File: src/rtl/fht_pkg.sv
// Shared constants and types for the FHT sequencer.
// N_POINTS points are held in N_BANK banks of BANK_SIZE words. Each of the
// N_STAGES stages streams BANK_SIZE reads and then drains a butterfly pipeline
// of PIPE_LAT cycles.
package fht_pkg;

    localparam int N_POINTS  = 1024;
    localparam int N_BANK    = 4;
    localparam int BANK_SIZE = 256;
    localparam int A_BIT     = 8;
    localparam int N_STAGES  = 10;
    localparam int PIPE_LAT  = 4;

    // Cycles per stage: reads plus the pipeline drain.
    localparam int STAGE_LEN = BANK_SIZE + PIPE_LAT;
    // Counter widths: cnt_stage holds 0..9, cnt_stage_time holds 0..259.
    localparam int S_BIT     = 4;
    localparam int T_BIT     = 9;

    typedef enum logic {
        ST_IDLE = 1'b0,
        ST_RUN  = 1'b1
    } state_t;

endpackage

File: src/rtl/fht_addr_gen.sv
// Combinational address generator for one FHT stage cycle.
// Ports:
//   stage     - current stage index (0..N_STAGES-1)
//   t         - cycle within the stage (0..STAGE_LEN-1)
//   addr_rd   - bank read address: t rotated left by (stage mod 8); 0 once t >= BANK_SIZE
//   addr_coef - twiddle ROM address: (t mod 2^m) << (8-m), m = min(stage, 8)
module fht_addr_gen
    import fht_pkg::*;
(
    input  logic [S_BIT-1:0] stage,
    input  logic [T_BIT-1:0] t,
    output logic [A_BIT-1:0] addr_rd,
    output logic [A_BIT-1:0] addr_coef
);

    logic [2*A_BIT-1:0] doubled;
    logic [S_BIT-1:0]   m;
    logic [A_BIT:0]     mask_wide;

    always_comb begin
        // Rotating a byte is a shift of the byte concatenated with itself;
        // the upper half is the rotated value.
        doubled   = {t[A_BIT-1:0], t[A_BIT-1:0]} << stage[2:0];
        addr_rd   = t[A_BIT] ? '0 : doubled[2*A_BIT-1:A_BIT];

        // Coefficient span grows one bit per stage and saturates at 8 bits;
        // stage 0 needs only W^0, hence address 0.
        m         = (stage >= S_BIT'(8)) ? S_BIT'(8) : stage;
        mask_wide = ((A_BIT+1)'(1) << m) - (A_BIT+1)'(1);
        addr_coef = (t[A_BIT-1:0] & mask_wide[A_BIT-1:0]) << (S_BIT'(8) - m);
    end

endmodule

File: src/rtl/fht_control.sv
// Sequencer for a 1024-point, 4-bank, radix-2 FHT.
// Ports:
//   iCLK, iRESET           - rising-edge clock, synchronous active-high reset
//   iSTART                 - one-cycle start pulse, honoured only while idle
//   oADDR_RD_0..3          - bank read addresses (all banks share one address)
//   oADDR_WR_0..3          - bank write addresses, read address delayed by PIPE_LAT
//   oADDR_COEF             - twiddle-coefficient ROM address
//   oWE_A, oWE_B           - write enable of memory set A / set B
//   oSOURCE_DATA           - set being read (0 = A, 1 = B); writes go to the other
//   oSOURCE_CONT           - 1 while the transform owns the memories
//   oST_ZERO, oST_LAST     - first / last stage active
//   o2ND_PART_SUBSEC       - read pointer in the upper half of the bank
//   oSECTOR                - read pointer quarter, t[7:6]
//   oRDY                   - 1 when idle or done
// Every output is a flop. The combinational block computes the next counter
// values and derives each output from them, so outputs line up with the
// counters they describe.
module fht_control
    import fht_pkg::*;
(
    input  logic             iCLK,
    input  logic             iRESET,
    input  logic             iSTART,
    output logic [A_BIT-1:0] oADDR_RD_0,
    output logic [A_BIT-1:0] oADDR_RD_1,
    output logic [A_BIT-1:0] oADDR_RD_2,
    output logic [A_BIT-1:0] oADDR_RD_3,
    output logic [A_BIT-1:0] oADDR_WR_0,
    output logic [A_BIT-1:0] oADDR_WR_1,
    output logic [A_BIT-1:0] oADDR_WR_2,
    output logic [A_BIT-1:0] oADDR_WR_3,
    output logic [A_BIT-1:0] oADDR_COEF,
    output logic             oWE_A,
    output logic             oWE_B,
    output logic             oSOURCE_DATA,
    output logic             oSOURCE_CONT,
    output logic             oST_ZERO,
    output logic             oST_LAST,
    output logic             o2ND_PART_SUBSEC,
    output logic [1:0]       oSECTOR,
    output logic             oRDY
);

    state_t           state, state_nx;
    logic [S_BIT-1:0] cnt_stage, cnt_stage_nx;
    logic [T_BIT-1:0] cnt_stage_time, cnt_stage_time_nx;
    logic             clk_2, clk_2_nx;

    // Read addresses of the last PIPE_LAT cycles; the oldest entry becomes
    // the write address.
    logic [A_BIT-1:0] rd_pipe [PIPE_LAT];

    logic [A_BIT-1:0] gen_rd, gen_coef;

    logic [A_BIT-1:0] addr_rd_nx, addr_wr_nx, addr_coef_nx;
    logic             we_a_nx, we_b_nx, source_data_nx, run_nx, writing_nx;
    logic             second_half_nx;
    logic [1:0]       sector_nx;

    logic [A_BIT-1:0] addr_rd_q, addr_wr_q, addr_coef_q;
    logic             we_a_q, we_b_q, source_data_q, source_cont_q;
    logic             st_zero_q, st_last_q, second_half_q, rdy_q;
    logic [1:0]       sector_q;

    fht_addr_gen u_addr_gen (
        .stage     (cnt_stage_nx),
        .t         (cnt_stage_time_nx),
        .addr_rd   (gen_rd),
        .addr_coef (gen_coef)
    );

    always_comb begin
        // NOTE: every signal written here gets a default first, so no path
        // through the branches can leave a value unassigned and infer a latch.
        state_nx          = state;
        cnt_stage_nx      = cnt_stage;
        cnt_stage_time_nx = cnt_stage_time;
        clk_2_nx          = 1'b0;

        unique case (state)
            ST_IDLE: begin
                if (iSTART) begin
                    state_nx          = ST_RUN;
                    cnt_stage_nx      = '0;
                    cnt_stage_time_nx = '0;
                end
            end
            ST_RUN: begin
                clk_2_nx = ~clk_2;
                if (cnt_stage_time == T_BIT'(STAGE_LEN - 1)) begin
                    cnt_stage_time_nx = '0;
                    if (cnt_stage == S_BIT'(N_STAGES - 1)) begin
                        state_nx     = ST_IDLE;
                        cnt_stage_nx = '0;
                        clk_2_nx     = 1'b0;
                    end else begin
                        cnt_stage_nx = cnt_stage + S_BIT'(1);
                    end
                end else begin
                    cnt_stage_time_nx = cnt_stage_time + T_BIT'(1);
                end
            end
            default: state_nx = ST_IDLE;
        endcase

        run_nx     = (state_nx == ST_RUN);
        writing_nx = run_nx
                     && (cnt_stage_time_nx >= T_BIT'(PIPE_LAT))
                     && (cnt_stage_time_nx <= T_BIT'(PIPE_LAT + BANK_SIZE - 1));

        // Even stages read set A, odd stages read set B; stage 9 therefore
        // leaves the result in set A, which is what idle reports.
        source_data_nx = run_nx & cnt_stage_nx[0];
        we_a_nx        = writing_nx &  source_data_nx;
        we_b_nx        = writing_nx & ~source_data_nx;

        addr_rd_nx     = run_nx     ? gen_rd   : '0;
        addr_coef_nx   = run_nx     ? gen_coef : '0;
        addr_wr_nx     = writing_nx ? rd_pipe[PIPE_LAT-1] : '0;

        sector_nx      = (run_nx && !cnt_stage_time_nx[T_BIT-1])
                         ? cnt_stage_time_nx[A_BIT-1:A_BIT-2] : 2'b00;
        second_half_nx = run_nx && !cnt_stage_time_nx[T_BIT-1]
                         && cnt_stage_time_nx[A_BIT-1];
    end

    always_ff @(posedge iCLK) begin
        if (iRESET) begin
            state          <= ST_IDLE;
            cnt_stage      <= '0;
            cnt_stage_time <= '0;
            clk_2          <= 1'b0;
            // NOTE: the delay line is only PIPE_LAT flops, so it is cleared
            // with the rest of the state instead of being left unknown.
            for (int i = 0; i < PIPE_LAT; i++) rd_pipe[i] <= '0;
            addr_rd_q      <= '0;
            addr_wr_q      <= '0;
            addr_coef_q    <= '0;
            we_a_q         <= 1'b0;
            we_b_q         <= 1'b0;
            source_data_q  <= 1'b0;
            source_cont_q  <= 1'b0;
            st_zero_q      <= 1'b0;
            st_last_q      <= 1'b0;
            second_half_q  <= 1'b0;
            sector_q       <= 2'b00;
            rdy_q          <= 1'b1;
        end else begin
            // NOTE: non-blocking assignments make every flop here sample the
            // pre-edge values, which is what lets the delay line shift.
            state          <= state_nx;
            cnt_stage      <= cnt_stage_nx;
            cnt_stage_time <= cnt_stage_time_nx;
            clk_2          <= clk_2_nx;
            rd_pipe[0]     <= addr_rd_nx;
            for (int i = 1; i < PIPE_LAT; i++) rd_pipe[i] <= rd_pipe[i-1];
            addr_rd_q      <= addr_rd_nx;
            addr_wr_q      <= addr_wr_nx;
            addr_coef_q    <= addr_coef_nx;
            we_a_q         <= we_a_nx;
            we_b_q         <= we_b_nx;
            source_data_q  <= source_data_nx;
            source_cont_q  <= run_nx;
            st_zero_q      <= run_nx && (cnt_stage_nx == '0);
            st_last_q      <= run_nx && (cnt_stage_nx == S_BIT'(N_STAGES - 1));
            second_half_q  <= second_half_nx;
            sector_q       <= sector_nx;
            rdy_q          <= ~run_nx;
        end
    end

    assign oADDR_RD_0       = addr_rd_q;
    assign oADDR_RD_1       = addr_rd_q;
    assign oADDR_RD_2       = addr_rd_q;
    assign oADDR_RD_3       = addr_rd_q;
    assign oADDR_WR_0       = addr_wr_q;
    assign oADDR_WR_1       = addr_wr_q;
    assign oADDR_WR_2       = addr_wr_q;
    assign oADDR_WR_3       = addr_wr_q;
    assign oADDR_COEF       = addr_coef_q;
    assign oWE_A            = we_a_q;
    assign oWE_B            = we_b_q;
    assign oSOURCE_DATA     = source_data_q;
    assign oSOURCE_CONT     = source_cont_q;
    assign oST_ZERO         = st_zero_q;
    assign oST_LAST         = st_last_q;
    assign o2ND_PART_SUBSEC = second_half_q;
    assign oSECTOR          = sector_q;
    assign oRDY             = rdy_q;

endmodule

File: config.mk
export PLATFORM = sky130hd
export DESIGN_NAME = fht_control
export DESIGN_NICKNAME = d
export VERILOG_FILES = /design/src/rtl/fht_pkg.sv /design/src/rtl/fht_addr_gen.sv /design/src/rtl/fht_control.sv
export SDC_FILE = /design/constraint.sdc
export NUM_CORES = 1
export LEC_CHECK = 0
export CAP_MARGIN = 20
export CORE_ASPECT_RATIO = 0.9
export CORE_MARGIN = 1
export CORE_UTILIZATION = 40
export DETAILED_ROUTE_END_ITERATION = 16
export PLACE_DENSITY = 0.72
export SYNTH_ARGS = -nofsm -noshare
export SYNTH_HDL_FRONTEND = slang
export SYNTH_HIERARCHICAL = 1
export SYNTH_SLANG_ARGS = --single-unit
File: constraint.sdc
create_clock -name iCLK -period 5 [get_ports iCLK]
set_clock_uncertainty 0.1 [all_clocks]
set_input_delay 0.75 -clock iCLK [delete_from_list [all_inputs] [get_ports iCLK]]
set_output_delay 0.75 -clock iCLK [all_outputs]
set_load 0.01 [all_outputs]
==> metrics.txt <==
status finished clean; largest family of logic cells by synthesized area simple AND/OR/NAND/NOR gates; hpwl dp 5.965 mm; Initial Util 42.34%; Startpoint Class flop; worst-skew pair later-pin latency 340 ps; CP required 5200 ps; WP data arrival 4780 ps; initial detailed-routing violation count 158; commonest non-fill, non-tap cells in the layout clkdlybuf4s50_1 (84), dfxtp_1 (71), nor2b_1 (38); routability cong. 0.9217; first-pass GRT wire length 13.63 mm; Largest stage delay, worst path 540 ps; Gate Count Post-Synth 399; Mapped Area 3712 um^2; critical path class reg2reg; Root Buffer clkbuf_8; maxcap violations 0; worst-margin pin slew 901.3 ps; Net Count, Synth 410; pre-CTS WS 311.2 ps; fin nets 448; synthesis-stage register bit count 71; cell with the largest stage delay on the worst path or4b_1; Die Wd 103.5 um; Layout area overhead 22.78%; Synth Area in XOR/XNOR 1.651%; crit path cell chain ha_1, nor4b_2, nand4_1, mux2_2, o22ai_1, a22oi_1, inv_1, inv_1, nand2_1, ha_1, ha_1, nand2_1, ha_1, nand4bb_1, o31ai_4, a311oi_1, or4b_1, nand3_1, and3_1; most common cell after layout, fill and taps aside clkdlybuf4s50_1; number of global-route vias before repair 2620; fin util 51.98%; Yosys top cell by area dfxtp_1; post-synthesis mux area share 8.426%; max-slew violation count 0; WL final 8.206 mm; initial antenna violation count 0; CTS tree built; final hold violation count 0; delay-heaviest family, CP simple AND/OR/NAND/NOR gates; layout cells sized above 1 12.90%; part of the cycle the worst path needs 91.67%; Yosys warning count 6; Num CTS Buffers 9; row count 32; ys async rst share 0%; static leakage 1.792 nW; Hold Crit Class reg2reg; Clock transition at path regs 90 ps; ANT cells 0; post-DR vias/cell 5.109; GRT Overall Usage 17.88%; hold buffer count at cts 0; post-synthesis sequential area ratio 38.29%; Detail Route Antenna Nets 0; Max Fanout on Critical Path 11; pwr/cell area 249.5 nW/um^2; Worst path depth 19; hold path depth 2; Clock Path Buffers 2; largest net degree at the start of global routing 39; most used cell along the critical path ha_1; Layout Cells excl Fill 561; fraction of the mapped netlist area in simple logic gates 23.56%; Fin Setup TNS 0 ps; Setup WS post-layout 416.3 ps; final setup fails 0; placed insts 545; EDFF count, synth 0; core box area 8768 um^2; Synth Area in Compound Gates 12.13%; die area 9670 um^2; Max-slew headroom 38.19%; grt ovf 0; top post-synthesis cells by area dfxtp_1 (38%), buf_4 (9.9%), nor2b_1 (6.4%); crit end category flop; via count 2866; maximum VDD drop 0.1564 mV; Tot Pwr 1.137 mW; Fmax 218.2 MHz; DRT Pass-1 Iters 4; Buffers on Ports 84; routed len/inst 14.63 um; drt drc 0; Synth top area share 38.29%; Synth Area in Adders 2.696%; predominant post-synthesis flop cell dfxtp_1; I/O pin total 85; Register-to-Register Path Depth 19; Die H 93.39 um; Yosys cell types 63; fin crit period 4584 ps; Clock Sinks 71; Buf/Inv on CP 2; H-tree levels 3; Mapped Avg Cell Area 9.304 um^2
==> worst paths after layout <==
check / start / endpoint / slack (ps)
max: cnt_stage_time[0] / oADDR_COEF[6] / 420
min: rd_pipe[3][7] / oADDR_WR_0[7] / 330
max reg2reg: cnt_stage_time[0] / oADDR_COEF[6] / 420
min reg2reg: rd_pipe[3][7] / oADDR_WR_0[7] / 330
==> per-stage QoR <==
| step | hold WS (ps) | area [um^2] |
|---|---|---|
| after floorplan | 311.1 | 3712 |
| after CTS | 330.9 | 4552 |
| final | 327.7 | 4558 |
| after global placement | 313.8 | 4323 |
| after detailed placement | 318.8 | 4323 |
| after global routing | 341.4 | 4558 |
==> worst min-delay path, delay by kind of cell, from the launching register on <==
family	cells	cell delay, ps
flops	1	300
compound gates	1	30
simple gates	1	60
==> where the power goes <==
part | switching, mW | total, mW | internal, mW
Combinational | 0.0254 | 0.0428 | 0.0174
Clock | 0.233 | 0.521 | 0.288
Sequential | 0.00472 | 0.574 | 0.569
==> area by class of cell <==
class / instances / area [um^2]
clock buffers: 9 / 123.9
clock inverters: 7 / 105.1
fillers: 769 / 4210
inverters: 14 / 52.55
multi-input cells: 249 / 1805
flip-flops and latches: 71 / 1421
well taps: 119 / 148.9
repair buffers: 92 / 900.9
==> sequential cells by signal (all words and copies together) (netlist names) <==
register          flops
oSOURCE_DATA          1
oSOURCE_CONT          1
o2ND_PART_SUBSEC      1
oADDR_WR_0            8
oST_ZERO              1
oWE_A                 1
oST_LAST              1
oADDR_COEF            8
oWE_B                 1
cnt_stage_time        9
oSECTOR               2
cnt_stage             4
oRDY                  1
rd_pipe              32
==> cell families after synthesis <==
| logic type | count (synthesis) |
|---|---|
| flops | 71 |
| fa+ha+maj | 8 |
| compound gates | 59 |
| buf+inv | 79 |
| xor+xnor | 7 |
| simple gates | 154 |
| mux | 21 |
==> Yosys cell counts (4+ instances only) <==
cell type  number
xor2_1          4
a21oi_2         9
mux2i_1        11
a21oi_1         9
mux4_2          8
nor2b_1        38
clkbuf_1       11
o21ai_0        10
buf_4          49
nand2_1        26
ha_1            8
nor3_1          8
inv_1          13
nand3_1         7
nor2_1         24
dfxtp_1        71
nor3b_1         4
and3_1         24
==> per-layer routing <==
metal	up-vias	share of wire, %	wire length [um]	global-route usage (%)
li1	1418	-	-	-
met1	1334	46	3753	22.45
met2	108	47	3856	29.75
met3	6	6.3	518	5.157
met4	0	0.94	77	5.556
met5	-	0	0	0
==> timing repair <==
| item | 4_1_cts | 5_1_grt |
|---|---|---|
| setup endpoints to repair | 0 | 4 |
| setup buffers | 0 | 0 |
| gates resized for setup | 0 | 1 |
(Power assumes the default switching activity.)
